## src/rtl/dmem_port_arbiter_pkg.sv

```systemverilog
// rtl/dmem_port_arbiter_pkg.sv - shared region constants, requester IDs and fault codes
package dmem_port_arbiter_pkg;

  localparam logic [7:0] DATA_BASE  = 8'd128;
  localparam logic [7:0] DATA_SPAN  = 8'd96;
  localparam logic [7:0] STACK_BASE = 8'd224;
  localparam logic [7:0] STACK_TOP  = 8'd255;

  typedef enum logic [1:0] {
    RID_FETCH = 2'd0,
    RID_DATA  = 2'd1,
    RID_STACK = 2'd2
  } rid_e;

  typedef enum logic [1:0] {
    FC_NONE  = 2'd0,
    FC_RANGE = 2'd1,
    FC_OVF   = 2'd2,
    FC_UNF   = 2'd3
  } fault_e;

  // Modulo-3 add for the round-robin pointer.
  function automatic logic [1:0] rr_add(input logic [1:0] p, input logic [1:0] n);
    logic [2:0] s;
    s = {1'b0, p} + {1'b0, n};
    if (s >= 3'd3) s = s - 3'd3;
    return s[1:0];
  endfunction

endpackage

```

## src/rtl/dmem_port_arbiter_if.sv

```systemverilog
// rtl/dmem_port_arbiter_if.sv - requester, memory and status bundle of the data memory arbiter
interface dmem_port_arbiter_if;
  logic       f_req;
  logic [7:0] f_addr;
  logic       f_gnt;
  logic       d_req;
  logic       d_we;
  logic [7:0] d_addr;
  logic [7:0] d_wdata;
  logic       d_gnt;
  logic       s_req;
  logic       s_push;
  logic [7:0] s_wdata;
  logic       s_gnt;
  logic       mem_en;
  logic       mem_we;
  logic [7:0] mem_addr;
  logic [7:0] mem_wdata;
  logic [7:0] mem_rdata;
  logic       rvalid;
  logic [1:0] rid;
  logic [7:0] rdata;
  logic [7:0] sp;
  logic       fault;
  logic [1:0] fault_code;

  modport slave (
    input  f_req, f_addr, d_req, d_we, d_addr, d_wdata, s_req, s_push, s_wdata, mem_rdata,
    output f_gnt, d_gnt, s_gnt, mem_en, mem_we, mem_addr, mem_wdata,
           rvalid, rid, rdata, sp, fault, fault_code
  );

  modport master (
    output f_req, f_addr, d_req, d_we, d_addr, d_wdata, s_req, s_push, s_wdata, mem_rdata,
    input  f_gnt, d_gnt, s_gnt, mem_en, mem_we, mem_addr, mem_wdata,
           rvalid, rid, rdata, sp, fault, fault_code
  );
endinterface

```

## src/rtl/dmem_port_arbiter_stack_ptr_unit.sv

```systemverilog
// rtl/dmem_port_arbiter_stack_ptr_unit.sv - stack pointer, push/pop address and bound checks
module stack_ptr_unit
  import dmem_port_arbiter_pkg::*;
(
  input  logic       clk,
  input  logic       rst,
  input  logic       gnt_i,
  input  logic       push_i,
  output logic [7:0] sp_o,
  output logic [7:0] addr_o,
  output logic       ovf_o,
  output logic       unf_o
);

  logic [7:0] sp_q, sp_d;

  assign ovf_o  = (sp_q < STACK_BASE);
  assign unf_o  = (sp_q == STACK_TOP);
  // SP points at the next free slot: push writes at SP, pop reads SP+1.
  assign addr_o = push_i ? sp_q : sp_q + 8'd1;
  assign sp_o   = sp_q;

  always_comb begin
    sp_d = sp_q;
    if (gnt_i && push_i && !ovf_o) sp_d = sp_q - 8'd1;
    if (gnt_i && !push_i && !unf_o) sp_d = sp_q + 8'd1;
  end

  always_ff @(posedge clk or negedge rst) begin
    if (!rst) sp_q <= STACK_TOP;
    else      sp_q <= sp_d;
  end

endmodule

```

## src/rtl/dmem_port_arbiter.sv

```systemverilog
// rtl/dmem_port_arbiter.sv - round-robin sharing of the 256x8 data memory between fetch, load/store and stack
module dmem_port_arbiter
  import dmem_port_arbiter_pkg::*;
(
  input logic clk,
  input logic rst,
  dmem_port_arbiter_if.slave bus
);

  logic [1:0] rr_ptr_q, rr_ptr_d;
  logic       gnt_any;
  logic [1:0] gnt_idx, cand;
  logic       cand_req;

  logic       rvalid_q, rvalid_d;
  logic [1:0] rid_q, rid_d;
  logic       zero_q, zero_d;
  logic       fault_q, fault_d;
  logic [1:0] code_q, code_d;

  logic       stk_gnt, stk_ovf, stk_unf;
  logic [7:0] stk_addr;
  logic       d_in_range;

  // Grants are forced low while reset is held so nothing is issued to memory.
  always_comb begin
    gnt_any  = 1'b0;
    gnt_idx  = rr_ptr_q;
    cand     = rr_ptr_q;
    cand_req = 1'b0;
    if (rst) begin
      for (int i = 0; i < 3; i++) begin
        cand = rr_add(rr_ptr_q, 2'(i));
        case (cand)
          2'd0:    cand_req = bus.f_req;
          2'd1:    cand_req = bus.d_req;
          2'd2:    cand_req = bus.s_req;
          default: cand_req = 1'b0;
        endcase
        if (!gnt_any && cand_req) begin
          gnt_any = 1'b1;
          gnt_idx = cand;
        end
      end
    end
  end

  assign rr_ptr_d   = gnt_any ? rr_add(gnt_idx, 2'd1) : rr_ptr_q;
  assign bus.f_gnt  = gnt_any && (gnt_idx == RID_FETCH);
  assign bus.d_gnt  = gnt_any && (gnt_idx == RID_DATA);
  assign stk_gnt    = gnt_any && (gnt_idx == RID_STACK);
  assign bus.s_gnt  = stk_gnt;
  assign d_in_range = (bus.d_addr < DATA_SPAN);

  stack_ptr_unit u_stack_ptr_unit (
    .clk    (clk),
    .rst    (rst),
    .gnt_i  (stk_gnt),
    .push_i (bus.s_push),
    .sp_o   (bus.sp),
    .addr_o (stk_addr),
    .ovf_o  (stk_ovf),
    .unf_o  (stk_unf)
  );

  always_comb begin
    bus.mem_en    = 1'b0;
    bus.mem_we    = 1'b0;
    bus.mem_addr  = 8'd0;
    bus.mem_wdata = 8'd0;
    rvalid_d      = 1'b0;
    rid_d         = rid_q;
    zero_d        = 1'b0;
    fault_d       = 1'b0;
    code_d        = FC_NONE;
    if (gnt_any) begin
      case (gnt_idx)
        RID_FETCH: begin
          bus.mem_en   = 1'b1;
          bus.mem_addr = bus.f_addr;
          rvalid_d     = 1'b1;
          rid_d        = RID_FETCH;
        end
        RID_DATA: begin
          if (!bus.d_we) begin
            rvalid_d = 1'b1;
            rid_d    = RID_DATA;
          end
          if (d_in_range) begin
            bus.mem_en    = 1'b1;
            bus.mem_we    = bus.d_we;
            bus.mem_addr  = DATA_BASE + bus.d_addr;
            bus.mem_wdata = bus.d_we ? bus.d_wdata : 8'd0;
          end else begin
            fault_d = 1'b1;
            code_d  = FC_RANGE;
            zero_d  = 1'b1;
          end
        end
        RID_STACK: begin
          if (bus.s_push) begin
            if (!stk_ovf) begin
              bus.mem_en    = 1'b1;
              bus.mem_we    = 1'b1;
              bus.mem_addr  = stk_addr;
              bus.mem_wdata = bus.s_wdata;
            end else begin
              fault_d = 1'b1;
              code_d  = FC_OVF;
            end
          end else begin
            rvalid_d = 1'b1;
            rid_d    = RID_STACK;
            if (!stk_unf) begin
              bus.mem_en   = 1'b1;
              bus.mem_addr = stk_addr;
            end else begin
              fault_d = 1'b1;
              code_d  = FC_UNF;
              zero_d  = 1'b1;
            end
          end
        end
        default: ;
      endcase
    end
  end

  always_ff @(posedge clk or negedge rst) begin
    if (!rst) begin
      rr_ptr_q <= 2'd0;
      rvalid_q <= 1'b0;
      rid_q    <= 2'd0;
      zero_q   <= 1'b0;
      fault_q  <= 1'b0;
      code_q   <= 2'd0;
    end else begin
      rr_ptr_q <= rr_ptr_d;
      rvalid_q <= rvalid_d;
      rid_q    <= rid_d;
      zero_q   <= zero_d;
      fault_q  <= fault_d;
      code_q   <= code_d;
    end
  end

  // The macro returns data the cycle after mem_en, which lines up with rvalid_q.
  assign bus.rdata      = (rvalid_q && !zero_q) ? bus.mem_rdata : 8'd0;
  assign bus.rvalid     = rvalid_q;
  assign bus.rid        = rid_q;
  assign bus.fault      = fault_q;
  assign bus.fault_code = code_q;

endmodule

```

## src/flat_wrapper.sv

```systemverilog
// flat-port wrapper written by rule: the top's interface ports become plain ports
module dmem_port_arbiter_flat import dmem_port_arbiter_pkg::*;
  (clk, rst, bus_f_req, bus_f_addr, bus_d_req, bus_d_we, bus_d_addr, bus_d_wdata, bus_s_req, bus_s_push, bus_s_wdata, bus_mem_rdata, bus_f_gnt, bus_d_gnt, bus_s_gnt, bus_mem_en, bus_mem_we, bus_mem_addr, bus_mem_wdata, bus_rvalid, bus_rid, bus_rdata, bus_sp, bus_fault, bus_fault_code);
  dmem_port_arbiter_if bus_i ();
  input logic clk;
  input logic rst;
  input wire logic [$bits(bus_i.f_req)-1:0] bus_f_req;
  input wire logic [$bits(bus_i.f_addr)-1:0] bus_f_addr;
  input wire logic [$bits(bus_i.d_req)-1:0] bus_d_req;
  input wire logic [$bits(bus_i.d_we)-1:0] bus_d_we;
  input wire logic [$bits(bus_i.d_addr)-1:0] bus_d_addr;
  input wire logic [$bits(bus_i.d_wdata)-1:0] bus_d_wdata;
  input wire logic [$bits(bus_i.s_req)-1:0] bus_s_req;
  input wire logic [$bits(bus_i.s_push)-1:0] bus_s_push;
  input wire logic [$bits(bus_i.s_wdata)-1:0] bus_s_wdata;
  input wire logic [$bits(bus_i.mem_rdata)-1:0] bus_mem_rdata;
  output wire logic [$bits(bus_i.f_gnt)-1:0] bus_f_gnt;
  output wire logic [$bits(bus_i.d_gnt)-1:0] bus_d_gnt;
  output wire logic [$bits(bus_i.s_gnt)-1:0] bus_s_gnt;
  output wire logic [$bits(bus_i.mem_en)-1:0] bus_mem_en;
  output wire logic [$bits(bus_i.mem_we)-1:0] bus_mem_we;
  output wire logic [$bits(bus_i.mem_addr)-1:0] bus_mem_addr;
  output wire logic [$bits(bus_i.mem_wdata)-1:0] bus_mem_wdata;
  output wire logic [$bits(bus_i.rvalid)-1:0] bus_rvalid;
  output wire logic [$bits(bus_i.rid)-1:0] bus_rid;
  output wire logic [$bits(bus_i.rdata)-1:0] bus_rdata;
  output wire logic [$bits(bus_i.sp)-1:0] bus_sp;
  output wire logic [$bits(bus_i.fault)-1:0] bus_fault;
  output wire logic [$bits(bus_i.fault_code)-1:0] bus_fault_code;
  assign bus_i.f_req = bus_f_req;
  assign bus_i.f_addr = bus_f_addr;
  assign bus_i.d_req = bus_d_req;
  assign bus_i.d_we = bus_d_we;
  assign bus_i.d_addr = bus_d_addr;
  assign bus_i.d_wdata = bus_d_wdata;
  assign bus_i.s_req = bus_s_req;
  assign bus_i.s_push = bus_s_push;
  assign bus_i.s_wdata = bus_s_wdata;
  assign bus_i.mem_rdata = bus_mem_rdata;
  assign bus_f_gnt = bus_i.f_gnt;
  assign bus_d_gnt = bus_i.d_gnt;
  assign bus_s_gnt = bus_i.s_gnt;
  assign bus_mem_en = bus_i.mem_en;
  assign bus_mem_we = bus_i.mem_we;
  assign bus_mem_addr = bus_i.mem_addr;
  assign bus_mem_wdata = bus_i.mem_wdata;
  assign bus_rvalid = bus_i.rvalid;
  assign bus_rid = bus_i.rid;
  assign bus_rdata = bus_i.rdata;
  assign bus_sp = bus_i.sp;
  assign bus_fault = bus_i.fault;
  assign bus_fault_code = bus_i.fault_code;
  dmem_port_arbiter u_core (.clk(clk), .rst(rst), .bus(bus_i));
endmodule
```

## config.mk

```make
export PLATFORM = sky130hd
export DESIGN_NAME = dmem_port_arbiter_flat
export DESIGN_NICKNAME = d
export VERILOG_FILES = /design/src/rtl/dmem_port_arbiter_pkg.sv /design/src/rtl/dmem_port_arbiter_if.sv /design/src/rtl/dmem_port_arbiter_stack_ptr_unit.sv /design/src/rtl/dmem_port_arbiter.sv /design/src/flat_wrapper.sv
export SDC_FILE = /design/constraint.sdc
export NUM_CORES = 1
export LEC_CHECK = 0
export CORE_MARGIN = 4
export CORE_UTILIZATION = 37
export DETAILED_ROUTE_END_ITERATION = 8
export HOLD_SLACK_MARGIN = 0.08
export MAX_ROUTING_LAYER = met4
export PLACE_DENSITY = 0.76
export SYNTH_ARGS = -nofsm -noshare
export SYNTH_HDL_FRONTEND = slang
export SYNTH_HIERARCHICAL = 1
export SYNTH_SLANG_ARGS = --single-unit
```

## constraint.sdc

```tcl
create_clock -name clk -period 3.7 [get_ports clk]
set_clock_uncertainty 0.15 [all_clocks]
set_input_delay 0.925 -clock clk [delete_from_list [all_inputs] [get_ports clk]]
set_output_delay 0.925 -clock clk [all_outputs]
set_load 0.05 [all_outputs]
```

==> results by group <==
GRT
  • First-pass GRT wire length: 12100 um
  • GRT Residual Overflow: 0
  • Vias in the first global route: 2281
  • Initial antenna violation count: 0
  • Largest net degree at the start of global routing: 18
  • Total Routing Usage GR: 0.256

Synth
  • Synth top area share: 0.117
  • FF+latch count, synth: 16
  • Commonest cells in the netlist: nor2_1, inv_1, a22oi_1, ha_1, nand2_1
  • Synth top area cells: dfstp_2, dfrtp_1, nor2_1, ha_1, a222oi_1
  • Post-synth EDFFs: 0
  • Seq/Total Area, Yosys: 0.229
  • Mapped Cells: 216
  • Syn_nets: 274
  • Synth area leader: dfstp_2
  • Async set-or-reset flop fraction in the synthesized netlist: 1.00
  • Yosys warning total: 6
  • Count leader, synth: nor2_1
  • Mapped Area: 1790 um^2
  • Synth unique cells: 50
  • Mean Syn Cell Area: 8.28 um^2
  • Most used DFF post-synth: dfstp_2

Critical path
  • Slowest stage cell on the critical path: a222oi_1
  • CP Data Required Time: 2620 ps
  • Reg-to-Reg End: u_core/u_stack_ptr_unit/sp_o[2]$_DFFE_PN1P_
  • Crit start category: primary input
  • Top Family by Delay on Critical Path: compound AO/OA/AOI/OAI gates
  • Worst r2r src: u_core/rr_ptr_q[1]$_DFFE_PN0P_
  • Worst path bufs/invs: 6
  • Setup crit end kind: output pin
  • Peak per-stage delay on the critical path: 430 ps
  • Crit path max fanout: 5
  • Cells along the critical path: buf_8, a222oi_1, buf_4, a21oi_4, buf_6, o31ai_4, a221oi_4, buf_6, ha_4, inv_4, nor2_2, a222oi_1, nor2_4, buf_12
  • CP Data Arrival Time: 3430 ps
  • Crit Path Category: primary input to output pin
  • Worst Reg-to-Reg Cells: 18
  • Reg2Reg Setup Slack: -190 ps

Clock tree
  • CTS Buffer Depth: 2
  • TritonCTS clock tree: yes
  • Clk sinks: 16
  • H-tree depth: 1
  • Worst skew pair latency: 250 ps
  • Clock transition at the registers of the reported paths: 70 ps
  • Root Buffer: clkbuf_8
  • TritonCTS Buffers: 3
  • Post-CTS Hold Buffers: 0

Final layout
  • Final core utilization: 0.818
  • FILL cells: 240
  • Area taken by multi-input logic gates: 1690 um^2
  • Layout area overhead: 114%
  • Layout cells sized above 1: 0.509
  • FF+latch area: 410 um^2
  • N_diodes: 0
  • Nets@finish: 411

Pwr
  • Peak supply drop: 498 uV
  • Total Power: 3550 uW
  • Power Density: 926 nW/um^2
  • Pleak: 0.00152 uW

Detailed routing
  • Vias per cell: 5.72
  • Post-route DRC: 0
  • Post-route ant nets: 0
  • DRT Pass-1 Iters: 6
  • Wire per inst: 19.3 um
  • 1st-iter DRT viols: 225
  • Via count: 2322
  • Final wirelength: 7820 um

Timing
  • Pins over their slew limit: 0
  • Measured slew at the worst slew-check pin: 530 ps
  • Fmax: 222 MHz
  • Period utilization: 1.22
  • Post-route worst setup slack: -800 ps
  • Final setup fails: 31
  • Hold Violations, Final: 0
  • Clock period minus worst slack: 4500 ps
  • Relative slew slack: 0.647
  • WHS: 377 ps
  • RSZ-0062 raised after global routing: true

Die
  • Die height: 77.5 um
  • Starting Density: 0.381
  • Core area: 4690 um^2
  • Core Rows: 25
  • Die ar.: 6010 um^2
  • DIE WIDTH: 77.5 um
  • Num ports: 90

Hold path
  • Worst min path class: flop to flop
  • Hold path depth: 1
  • Worst hold start: u_core/bus.rid[0]$_DFFE_PN0P_
  • Hold worst-path end: u_core/bus.rid[0]$_DFFE_PN0P_

Place
  • Number of port buffers: 89
  • GPL Wtd Cong: 0.866
  • Final HPWL DP: 4930 um

Status
  • Status: complete, but fails checks
  • Failing checks: negative setup slack

Flow run
  • Total of max-cap violations: 0
## power breakdown
part	internal, uW	switching, uW
Combinational	1420	1660
Sequential	241	67.8
Clock	94.4	65.0
Total	1750	1800
## worst register-to-register path, cell delays in order (launching register included)
cell      delay, ps
dfrtp_1         420
ha_4            290
a222oi_1        370
buf_4           200
a21oi_4          40
buf_4           150
nor3_4          260
a221o_1         300
ha_4            190
inv_4            50
buf_4           130
buf_4           120
buf_6           120
nor2_4          150
buf_6           120
and2b_2         190
mux2i_1         220
nor2_2           60
mux2_4          290
## kinds of logic (layout without fill, tap and decap cells)
logic type | Yosys count | count (layout) | share of synthesized area
AO/OA/AOI/OAI | 52 | 52 | 0.236
XOR/XNOR | 12 | 12 | 0.0587
adder cells (fa/ha/maj) | 11 | 11 | 0.0769
buffers and inverters | 26 | 158 | 0.0839
flip-flops | 16 | 16 | 0.229
multiplexers | 6 | 6 | 0.0406
AND/OR/NAND/NOR | 93 | 97 | 0.275
## worst max path at each step
stage,startpoint,endpoint,slack (ps),cells after the start
global route,bus_f_req,bus_mem_addr[5],-870,14
detailed placement,bus_f_req,bus_mem_addr[3],-1090,9
finish,bus_f_req,bus_mem_addr[5],-800,14
CTS,bus_f_req,bus_mem_addr[3],-590,13
floorplan,u_core/rr_ptr_q[0]$_DFFE_PN0P_,bus_mem_wdata[0],-400,12
global placement,bus_f_req,bus_mem_addr[0],-1050,9
## layout by cell type (no fill, tap or decap), drive strengths merged, types with 6 or more instances in the layout
cell type / n
o21ai: 6
nor2: 40
dfrtp: 8
inv: 12
nor3: 7
ha: 11
a22oi: 11
and2: 10
clkdlybuf4s50: 57
xor2: 6
a222oi: 9
nand3: 6
dfstp: 8
nand2: 11
buf: 85
xnor2: 6
a21oi: 10
## state kept, by name, summed over array words and instances (netlist names)
register	flops
u_core/bus.rvalid	1
u_core/zero_q	1
u_core/bus.rid	2
u_core/u_stack_ptr_unit/sp_o	8
u_core/rr_ptr_q	2
u_core/bus.fault_code	1
u_core/bus.fault	1
## metrics by stage
stage	setup TNS (ps)	setup WS, ps	instance area (um^2)	cells
floorplan	-6920	-403	2050	216
global placement	-24470	-1050	3330	378
CTS	-10640	-586	3720	401
finish	-15400	-800	3840	406
global route	-17030	-865	3840	406
detailed placement	-26940	-1090	3330	378
## timing repair
item / CTS / global route
pin swaps: 31 / 17
gates resized for setup: 60 / 21
setup endpoints to repair: 31 / 30
setup buffers: 17 / 7
cloned: 4 / 0
## routing by layer
metal | track usage | wire length [um] | share of wire
met1 | 0.302 | 2970 | 0.38
met2 | 0.433 | 3870 | 0.49
met3 | 0.0545 | 659 | 0.084
met4 | 0.0836 | 323 | 0.041
met5 | - | 0 | 0
## final cells by class
type                    instances  share of cell area
multi-input cells             178               0.440
repair buffers                142               0.407
flip-flops and latches         16               0.107
well taps                      54              0.0176
clock buffers                   4              0.0143
inverters                      12              0.0137
Power figures use the tool's default switching activity.
